==> config.mk <==
export PLATFORM = sky130hd
export DESIGN_NAME = alu_sequencer
export DESIGN_NICKNAME = d
export VERILOG_FILES = /design/src/rtl/alu_seq_pkg.sv /design/src/rtl/alu_cmd_fifo.sv /design/src/rtl/alu_sequencer.sv
export SDC_FILE = /design/constraint.sdc
export NUM_CORES = 1
export LEC_CHECK = 0
export ABC_AREA = 1
export CORE_ASPECT_RATIO = 0.9
export CORE_MARGIN = 2
export CORE_UTILIZATION = 59
export CTS_CLUSTER_SIZE = 12
export DETAILED_ROUTE_END_ITERATION = 12
export GPL_ROUTABILITY_DRIVEN = 0
export GPL_TIMING_DRIVEN = 0
export HOLD_SLACK_MARGIN = 0.03
export PLACE_DENSITY = 0.9
export SETUP_SLACK_MARGIN = 0.15
export SLEW_MARGIN = 40
export SYNTH_ARGS = -nofsm -noshare
export SYNTH_HDL_FRONTEND = slang
export SYNTH_SLANG_ARGS = --single-unit
==> constraint.sdc <==
create_clock -name clk -period 4.83 [get_ports clk]
set_input_delay 0.966 -clock clk [delete_from_list [all_inputs] [get_ports clk]]
set_output_delay 0.966 -clock clk [all_outputs]
set_load 0.02 [all_outputs]
==> src/rtl/alu_seq_pkg.sv <==
// -----------------------------------------------------------------------------
// alu_seq_pkg
// Shared definitions for the ALU command sequencer: operand/result widths,
// ALU opcode constants, FSM state type, command word layout and a helper
// that recognises divide/modulo-by-zero commands.
// -----------------------------------------------------------------------------
package alu_seq_pkg;

   localparam int OPND_W = 4;                       // ALU operand width
   localparam int RES_W  = 5;                       // ALU result width
   localparam int SEL_W  = 3;                       // opcode width
   localparam int CMD_W  = 3 * OPND_W + SEL_W;      // buffered command word

   // ALU opcodes
   localparam logic [SEL_W-1:0] SEL_MAX = 3'b000;   // max(a, b, c)
   localparam logic [SEL_W-1:0] SEL_ADD = 3'b001;
   localparam logic [SEL_W-1:0] SEL_SUB = 3'b010;
   localparam logic [SEL_W-1:0] SEL_DIV = 3'b011;
   localparam logic [SEL_W-1:0] SEL_MOD = 3'b100;
   localparam logic [SEL_W-1:0] SEL_AND = 3'b101;
   localparam logic [SEL_W-1:0] SEL_XOR = 3'b110;
   localparam logic [SEL_W-1:0] SEL_GT  = 3'b111;

   typedef enum logic [1:0] {
      ST_IDLE = 2'b00,
      ST_WAIT = 2'b01,
      ST_RESP = 2'b10
   } seq_state_t;

   typedef struct packed {
      logic [OPND_W-1:0] a;
      logic [OPND_W-1:0] b;
      logic [OPND_W-1:0] c;
      logic [SEL_W-1:0]  sel;
   } alu_cmd_t;

   // True for a divide or modulo whose divisor is zero.
   function automatic logic is_div_by_zero(input alu_cmd_t cmd);
      if (((cmd.sel == SEL_DIV) || (cmd.sel == SEL_MOD)) && (cmd.b == 4'b0000)) begin
         return 1'b1;
      end else begin
         return 1'b0;
      end
   endfunction

endpackage

==> src/rtl/alu_cmd_fifo.sv <==
// -----------------------------------------------------------------------------
// alu_cmd_fifo
// Synchronous first-word-fall-through command buffer.
// Ports:
//   clk, rst              clock, synchronous active-high reset (empties buffer)
//   push, push_data       write request and word (ignored when full)
//   pop, pop_data         read request (ignored when empty) and head word
//   full, empty           occupancy flags
// -----------------------------------------------------------------------------
module alu_cmd_fifo #(
   parameter int DEPTH = 4,
   parameter int WIDTH = 15
) (
   input  logic             clk,
   input  logic             rst,
   input  logic             push,
   input  logic [WIDTH-1:0] push_data,
   input  logic             pop,
   output logic [WIDTH-1:0] pop_data,
   output logic             full,
   output logic             empty
);

   localparam int AW = $clog2(DEPTH);

   logic [WIDTH-1:0] mem_r [DEPTH];
   logic [AW-1:0]    wr_ptr_r;
   logic [AW-1:0]    rd_ptr_r;
   logic [AW:0]      count_r;
   logic             do_push_s;
   logic             do_pop_s;

   assign do_push_s = push && !full;
   assign do_pop_s  = pop && !empty;
   assign full      = (count_r == (AW+1)'(DEPTH));
   assign empty     = (count_r == {(AW+1){1'b0}});
   assign pop_data  = mem_r[rd_ptr_r];

   // Storage array: written on accepted pushes only, no reset needed.
   always_ff @(posedge clk) begin
      if (do_push_s) begin
         mem_r[wr_ptr_r] <= push_data;
      end
   end

   // Pointers wrap naturally because DEPTH is a power of two.
   always_ff @(posedge clk) begin
      if (rst) begin
         wr_ptr_r <= {AW{1'b0}};
         rd_ptr_r <= {AW{1'b0}};
         count_r  <= {(AW+1){1'b0}};
      end else begin
         if (do_push_s) begin
            wr_ptr_r <= wr_ptr_r + AW'(1);
         end
         if (do_pop_s) begin
            rd_ptr_r <= rd_ptr_r + AW'(1);
         end
         case ({do_push_s, do_pop_s})
            2'b10:   count_r <= count_r + (AW+1)'(1);
            2'b01:   count_r <= count_r - (AW+1)'(1);
            default: count_r <= count_r;   // none, or push+pop together
         endcase
      end
   end

endmodule

==> src/rtl/alu_sequencer.sv <==
// -----------------------------------------------------------------------------
// alu_sequencer
// Buffers ALU commands, issues them one at a time to an externally attached
// registered ALU, waits out its latency, and returns each result over a
// valid/ready response channel.
// Ports:
//   clk, rst                         clock, synchronous active-high reset
//   cmd_valid/cmd_ready              command handshake
//   cmd_a, cmd_b, cmd_c, cmd_sel     command operands and opcode
//   alu_a, alu_b, alu_c, alu_sel     registered drive to the ALU
//   alu_result                       ALU registered result
//   rsp_valid/rsp_ready              response handshake
//   rsp_data, rsp_err                captured result and error flag
//   busy                             FSM not idle or commands buffered
// Build option: define ALU_SEQ_DIV0_CHECK_EN to answer divide/modulo by zero
// locally with rsp_err=1 instead of sending it to the ALU.
// -----------------------------------------------------------------------------
module alu_sequencer
   import alu_seq_pkg::*;
#(
   parameter int FIFO_DEPTH = 4,
   parameter int ALU_LAT    = 1
) (
   input  logic       clk,
   input  logic       rst,
   input  logic       cmd_valid,
   output logic       cmd_ready,
   input  logic [3:0] cmd_a,
   input  logic [3:0] cmd_b,
   input  logic [3:0] cmd_c,
   input  logic [2:0] cmd_sel,
   output logic [3:0] alu_a,
   output logic [3:0] alu_b,
   output logic [3:0] alu_c,
   output logic [2:0] alu_sel,
   input  logic [4:0] alu_result,
   output logic       rsp_valid,
   input  logic       rsp_ready,
   output logic [4:0] rsp_data,
   output logic       rsp_err,
   output logic       busy
);

   localparam int CNT_W = (ALU_LAT > 1) ? $clog2(ALU_LAT + 1) : 1;

   seq_state_t       state_r, state_s;
   logic [CNT_W-1:0] cnt_r, cnt_s;
   alu_cmd_t         alu_cmd_r, alu_cmd_s;
   alu_cmd_t         head_s;
   alu_cmd_t         push_cmd_s;
   logic             rsp_valid_r, rsp_valid_s;
   logic [RES_W-1:0] rsp_data_r, rsp_data_s;
   logic             rsp_err_r, rsp_err_s;
   logic             full_s, empty_s;
   logic             push_s, pop_s, issue_s;

   assign cmd_ready  = !full_s && !rst;
   assign push_s     = cmd_valid && cmd_ready;
   assign push_cmd_s = '{a: cmd_a, b: cmd_b, c: cmd_c, sel: cmd_sel};

   alu_cmd_fifo #(
      .DEPTH (FIFO_DEPTH),
      .WIDTH (CMD_W)
   ) u_fifo (
      .clk       (clk),
      .rst       (rst),
      .push      (push_s),
      .push_data (push_cmd_s),
      .pop       (pop_s),
      .pop_data  (head_s),
      .full      (full_s),
      .empty     (empty_s)
   );

   // Next-state and output logic; issue of the FIFO head is shared by IDLE
   // and by a RESP handshake so back-to-back commands lose no cycle.
   always_comb begin
      state_s     = state_r;
      cnt_s       = cnt_r;
      alu_cmd_s   = alu_cmd_r;
      rsp_valid_s = rsp_valid_r;
      rsp_data_s  = rsp_data_r;
      rsp_err_s   = rsp_err_r;
      issue_s     = 1'b0;
      pop_s       = 1'b0;

      case (state_r)
         ST_IDLE: begin
            issue_s = !empty_s;
         end
         ST_WAIT: begin
            // Counter starts at ALU_LAT, so WAIT spans ALU_LAT+1 edges.
            if (cnt_r == {CNT_W{1'b0}}) begin
               state_s     = ST_RESP;
               rsp_valid_s = 1'b1;
               rsp_data_s  = alu_result;
               rsp_err_s   = 1'b0;
            end else begin
               cnt_s = cnt_r - CNT_W'(1);
            end
         end
         ST_RESP: begin
            if (rsp_ready) begin
               rsp_valid_s = 1'b0;
               if (!empty_s) begin
                  issue_s = 1'b1;
               end else begin
                  state_s = ST_IDLE;
               end
            end else begin
               rsp_valid_s = 1'b1;
            end
         end
         default: begin
            state_s = ST_IDLE;
         end
      endcase

      if (issue_s) begin
         pop_s       = 1'b1;
         alu_cmd_s   = head_s;
         cnt_s       = CNT_W'(ALU_LAT);
         state_s     = ST_WAIT;
         rsp_valid_s = 1'b0;
`ifdef ALU_SEQ_DIV0_CHECK_EN
         // Answer a zero divisor locally; the ALU keeps its previous operands.
         if (is_div_by_zero(head_s)) begin
            alu_cmd_s   = alu_cmd_r;
            cnt_s       = {CNT_W{1'b0}};
            state_s     = ST_RESP;
            rsp_valid_s = 1'b1;
            rsp_data_s  = {RES_W{1'b0}};
            rsp_err_s   = 1'b1;
         end else begin
            rsp_err_s   = 1'b0;
         end
`endif
      end else begin
         pop_s = 1'b0;
      end
   end

   // State, counter and registered outputs.
   always_ff @(posedge clk) begin
      if (rst) begin
         state_r     <= ST_IDLE;
         cnt_r       <= {CNT_W{1'b0}};
         alu_cmd_r   <= '{a: 4'h0, b: 4'h0, c: 4'h0, sel: 3'b000};
         rsp_valid_r <= 1'b0;
         rsp_data_r  <= {RES_W{1'b0}};
         rsp_err_r   <= 1'b0;
      end else begin
         state_r     <= state_s;
         cnt_r       <= cnt_s;
         alu_cmd_r   <= alu_cmd_s;
         rsp_valid_r <= rsp_valid_s;
         rsp_data_r  <= rsp_data_s;
         rsp_err_r   <= rsp_err_s;
      end
   end

   assign alu_a     = alu_cmd_r.a;
   assign alu_b     = alu_cmd_r.b;
   assign alu_c     = alu_cmd_r.c;
   assign alu_sel   = alu_cmd_r.sel;
   assign rsp_valid = rsp_valid_r;
   assign rsp_data  = rsp_data_r;
   assign rsp_err   = rsp_err_r;
   assign busy      = (state_r != ST_IDLE) || !empty_s;

endmodule
==> flow_summary.yaml, run 1 <==
power_and_ir_drop:
  swShare: 0.385
  power.switching_uw: 988
  power_density_nw_per_um2: 570
  seqPwrFrac: 0.395
  pwr-share-comb: 0.433
  p_leak_uw: 0.00168
  irDropWorstVdd_mv: 0.245
  p_int_uw: 1580
  pwr-share-clk: 0.172
global_routing:
  grt_max_degree: 16
  grt_pass1_vias: 2543
  grtUsageTotal: 0.239
  grt_pass1_wl_um: 12200
  antenna_found_initial: 0
  overflow: 0
logic_synthesis:
  yosysSeqAreaShare: 0.649
  yosys.area_share.simple: 0.166
  postSynthCellCount: 347
  avgSynthCellArea_um2: 10.8
  syn_area_um2: 3730
  synth_fa_ha_area_frac: 0.0221
  synth_nets: 377
  synth_cell_types: 27
  ys_ff_latch: 91
  synth_compound_area_frac: 0.0985
  muxShareOfSynthArea: 0
  synth_top_family_by_area: "simple AND/OR/NAND/NOR gates"
  synth_xor_area_frac: 0.00436
  synth_warnings: 0
floorplan:
  die_w_um: 87.9
  start_util: 0.611
  ioPinCount: 48
  core_um2: 6110
  chipHeight_um: 79.5
  design.die.area_um2: 6980
  core.rowCount: 27
cts:
  htree_levels: 3
  cts_tree: "built"
  cts_buffer_depth: 2
  cts_resized: 0
  cts_hold_buf: 0
  clock-sinks: 91
  numCtsBuffers: 9
  root_buffer: "clkbuf_8"
  cts_setup_buffers: 0
  clk-insertion-delay-late_ns: 0.36
  clkSlewWorstSetupHoldPaths_ns: 0.08
worst_hold_path:
  hold_path.class: "flip-flop to flip-flop"
sta:
  tns_ns: 0
  worst_clock_skew_ns: 0.0132
  max-slew-margin-rel: 0.645
  drv_slew: 0
  setup_slack_ns: 1.28
  fmax_mhz: 282
  period_minus_slack_ns: 3.55
  grt_setup_unrepaired: "no"
  tightest_slew_ns: 0.531
  hold_viol: 0
  setup-violations-final: 0
  fin_crit_sh: 0.735
flow_run:
  cap_viol_max_count: 0
critical_path:
  endpoint_kind: "output port"
  critPathArrivalTime_ns: 2.58
  ff2ff_path_depth: 12
  cp-start-kind: "input port"
  crit_start: "rsp_ready"
  crit-reg2reg-capture: "u_fifo.count_r[2]"
  cp.required_ns: 3.86
  crit_end: "busy"
  r2r_slack_ns: 2.76
  critPathKind: "input port to output port"
  critical_path_peak_fanout: 10
  crit-reg2reg-launch: "u_fifo.count_r[0]"
route:
  viasPerCell: 5.37
  num_vias: 2663
  first_pass_iters: 5
  drt-total-wl_um: 7820
  ant_nets: 0
  drtIter0Drc: 169
  drc: 0
  detail_route.wl_per_cell_um: 15.8
final_layout:
  layout_commonest_cell: "nor2_1"
  syn2layout_area_growth_pct: 20.5
  nets: 434
  antenna_cells: 0
  utilization: 0.736
  post_route_cells_drive_above_1_share: 0.159
  layout_common_cells: "95 x nor2_1, 60 x edfxtp_1, 46 x clkdlybuf4s50_1"
status:
  status: "finished clean"
placement:
  portBuffers: 46
  place.detailed.hpwl_um: 5200
  pre_cts_ws_ns: 1.28
==> flip-flops by register name (all words and copies together), names as in the netlist <==
register	cells
u_fifo.wr_ptr_r	2
cnt_r	1
rsp_valid	1
alu_a	4
alu_sel	3
alu_c	4
u_fifo.rd_ptr_r	2
u_fifo.count_r	3
u_fifo.mem_r	60
rsp_data	5
alu_b	4
state_r	2
==> power by group through the flow <==
stage / registers (uW) / clock network, uW / logic, uW
floorplan: 1100 / 0 / 675
global placement: 1020 / 0 / 1050
detailed placement: 1030 / 0 / 1100
CTS: 1010 / 446 / 1100
global route: 1030 / 475 / 1210
finish: 1010 / 440 / 1110
==> cell usage after synthesis <==
master,n,share of area
nand2_4,2,0.0060
conb_1,1,0.0010
nand2_1,27,0.027
o21ai_0,22,0.029
buf_4,6,0.012
nand2_2,2,0.0034
a21oi_2,4,0.0094
nor2_1,99,0.10
nor2_2,7,0.012
buf_6,5,0.015
dfxtp_1,31,0.17
nand3_4,1,0.0047
o22ai_1,1,0.0017
inv_6,1,0.0023
nand3_1,8,0.011
o21ai_1,24,0.032
buf_12,1,0.0054
a21oi_1,7,0.0094
inv_2,4,0.0040
nand3_2,1,0.0027
fa_1,1,0.0054
edfxtp_1,60,0.48
o21ai_2,7,0.016
inv_1,15,0.015
buf_2,4,0.0054
ha_1,5,0.017
xor2_2,1,0.0044
==> worst min path at each step <==
stage / from / end / cells after the start
2_1_floorplan: u_fifo.count_r[0] / u_fifo.count_r[0] / 1
3_3_place_gp: u_fifo.count_r[0] / u_fifo.count_r[0] / 1
3_5_place_dp: alu_b[2] / alu_b[2] / 2
4_1_cts: alu_b[2] / alu_b[2] / 2
5_1_grt: u_fifo.count_r[2] / u_fifo.count_r[2] / 2
6_report: alu_b[2] / alu_b[2] / 2
==> cells by family (layout without fill, tap and decap cells) <==
family          after synthesis  after routing
simple gates                147            147
flops                        91             91
compound gates               65             65
buf+inv                      36             98
fa+ha+maj                     6              6
other cells                   1              1
xor+xnor                      1              1
==> critical path, cell delays in order <==
cell             delay, ns
clkdlybuf4s50_1       0.46
inv_1                 0.06
nand2_1               0.11
nand3_4               0.12
buf_4                 0.21
nand3_1               0.07
clkdlybuf4s50_1       0.60
==> per-stage QoR <==
step	area [um^2]	cells	hold slack (ns)	power (uW)
floorplan	3730	347	0.454	1770
global placement	4300	480	0.464	2080
detailed placement	4310	480	0.485	2130
CTS	4480	496	0.508	2560
global route	4500	496	0.531	2720
finish	4500	496	0.501	2560
==> per-layer routing <==
metal | vias up | GRT usage | part of all wire | wire length, um
met4 | 0 | 0.0877 | 0.021 | 163
li1 | 1269 | - | - | -
met3 | 17 | 0.0776 | 0.074 | 577
met2 | 107 | 0.390 | 0.50 | 3920
met5 | - | 0 | 0 | 0
met1 | 1270 | 0.298 | 0.40 | 3160
==> cell type report <==
type	instances	area [um^2]
buffer	16	141
tap	87	109
sequential	91	2420
timing repair buffer	46	460
inverter	20	80.1
fill	397	1620
clock buffer	9	124
multi-input combinational	220	1120
clock inverter	7	42.5
(Power assumes the default switching activity.)
==> run 2, diff against run 1 <==
--- a/config.mk
+++ b/config.mk
@@ -8,13 +8,13 @@
 export ABC_AREA = 1
 export CORE_ASPECT_RATIO = 0.9
 export CORE_MARGIN = 2
-export CORE_UTILIZATION = 59
+export CORE_UTILIZATION = 49
 export CTS_CLUSTER_SIZE = 12
 export DETAILED_ROUTE_END_ITERATION = 12
 export GPL_ROUTABILITY_DRIVEN = 0
 export GPL_TIMING_DRIVEN = 0
 export HOLD_SLACK_MARGIN = 0.03
-export PLACE_DENSITY = 0.9
+export PLACE_DENSITY = 0.81
 export SETUP_SLACK_MARGIN = 0.15
 export SLEW_MARGIN = 40
 export SYNTH_ARGS = -nofsm -noshare
==> constraint.sdc (replaced) <==
create_clock -name clk -period 2.9 [get_ports clk]
set_input_delay 0.58 -clock clk [delete_from_list [all_inputs] [get_ports clk]]
set_output_delay 0.58 -clock clk [all_outputs]
set_load 0.02 [all_outputs]
==> run 2 against run 1 <==
Core utilization down 13 points; largest cell class unchanged; first-iteration DRC count fell by 8.3%; power increased by 69%; sequential power is 66% higher; register-to-register slack lost 1.9 ns; clock skew decreased by 0.0055 ns; setup slack worse by 1.0 ns.
==> flow_summary.yaml, run 2 (synthesized netlist as in run 1, its figures left out) <==
floorplan:
  ioPinCount: 48
  design.die.area_um2: 8330
  die_w_um: 96.0
  chipHeight_um: 86.8
  start_util: 0.500
  core_um2: 7470
  core.rowCount: 30
critical_path:
  critPathKind: "input port to output port"
  critPathArrivalTime_ns: 2.04
  cp_slowest_stage_delay_ns: 0.63
  cp.required_ns: 2.32
  crit_chain: "clkdlybuf4s50_1 -> a21oi_2 -> clkdlybuf4s50_1"
  cp-start-kind: "input port"
  cp_common_cell: "clkdlybuf4s50_1"
  slowest_stage: "clkdlybuf4s50_1"
  crit_family: "buffers and inverters"
  path_buf_inv: 2
  critical_path_peak_fanout: 7
  endpoint_kind: "output port"
placement:
  portBuffers: 46
  place.detailed.hpwl_um: 4830
  place_area_um2: 4330
  pre_cts_ws_ns: 0.0848
sta:
  setup-violations-final: 0
  drv_slew: 0
  setup_slack_ns: 0.277
  max-slew-margin-rel: 0.436
  fmax_mhz: 381
  fin_crit_sh: 0.905
  hold_viol: 0
  worst_clock_skew_ns: 0.00774
  holdWs_ns: 0.498
  tightest_slew_ns: 0.844
  grt_setup_unrepaired: "no"
  period_minus_slack_ns: 2.62
power_and_ir_drop:
  power.switching_uw: 1630
  irDropWorstVdd_mv: 0.511
  p_leak_uw: 0.00170
  seqPwrFrac: 0.388
  swShare: 0.375
  pwr-share-comb: 0.417
  p_int_uw: 2710
  pwr-share-clk: 0.195
  power_density_nw_per_um2: 957
final_layout:
  syn2layout_area_growth_pct: 21.4
  layout_common_cells: "95 x nor2_1, 60 x edfxtp_1, 45 x clkdlybuf4s50_1"
  fin_area_um2: 4530
  largest_reg_flops: 60
  post_route_cells_drive_above_1_share: 0.159
  layout_commonest_cell: "nor2_1"
  utilization: 0.607
  nets: 434
  antenna_cells: 0
  regMostFlops: "u_fifo.mem_r"
status:
  status: "finished clean"
global_routing:
  grt_max_degree: 16
  grtUsageTotal: 0.194
  grt_pass1_wl_um: 12100
  grt_pass1_vias: 2528
  overflow: 0
  antenna_found_initial: 0
cts:
  cts_hold_buf: 0
  clock-sinks: 91
  htree_levels: 3
  cts_setup_buffers: 0
  cts_tree: "built"
  numCtsBuffers: 9
  cts_buffer_depth: 2
  clkSlewWorstSetupHoldPaths_ns: 0.08
  clk-insertion-delay-late_ns: 0.36
  root_buffer: "clkbuf_8"
route:
  first_pass_iters: 4
  num_vias: 2555
  drc: 0
  viasPerCell: 5.06
  drt-total-wl_um: 7360
  ant_nets: 0
  drtIter0Drc: 155
  detail_route.wl_per_cell_um: 14.6
worst_hold_path:
  hold_path.class: "flip-flop to flip-flop"
flow_run:
  cap_viol_max_count: 0
==> run 2: worst paths after layout <==
| kind | start | to | slack [ns] | cells past startpoint |
|---|---|---|---|---|
| max | rst | cmd_ready | 0.28 | 3 |
| min reg2reg | cnt_r | cnt_r | 0.50 | 2 |
| max reg2reg | u_fifo.count_r[0] | u_fifo.count_r[2] | 0.86 | 12 |
| min | cnt_r | cnt_r | 0.50 | 2 |
==> run 2: final cells by class <==
class                   instances  area, um^2
multi-input cells             220        1120
plain buffers                  16         141
repair buffers                 46         459
flip-flops and latches         91        2420
fillers                       615        2940
clock buffers                  11         131
inverters                      20        80.1
well taps                      96         120
clock inverters                 5        60.1
==> run 2: worst register-to-register path: stages, from the launching register on <==
cell and delay (ns):
dfxtp_1 0.39, nor2_2 0.08, nand2_2 0.09, nand3_4 0.11, inv_6 0.11, buf_12 0.15
ha_1 0.17, inv_1 0.06, fa_1 0.37, nand2_1 0.09, nand3_1 0.08, o21ai_0 0.17
a21oi_1 0.06
==> run 2: metal layers <==
layer  part of all wire  global-route usage  vias up
li1                   -                   -     1268
met1               0.44               0.259     1200
met2               0.47               0.314       77
met3              0.070              0.0461       10
met4              0.013              0.0623        0
met5                  0                   0        -
==> run 2: stage by stage <==
stage | total power (uW) | setup TNS [ns] | std cells
6_report | 4340 | 0 | 505
5_1_grt | 4640 | 0 | 505
4_1_cts | 4360 | 0 | 505
3_5_place_dp | 3530 | 0 | 489
3_3_place_gp | 3470 | -9.69 | 489
2_1_floorplan | 2950 | 0 | 347
==> run 2: power by group through the flow <==
stage	combinational (uW)	clock, uW	sequential [uW]
5_1_grt	2020	903	1710
4_1_cts	1810	859	1680
6_report	1810	845	1680
3_5_place_dp	1820	0	1710
3_3_place_gp	1760	0	1710
2_1_floorplan	1120	0	1830
==> run 2: repair_timing <==
action / in CTS / in global routing
setup endpoints to repair: 1 / 1
resized for setup: 1 / 1
endpoints found under the hold margin: 0 / 0
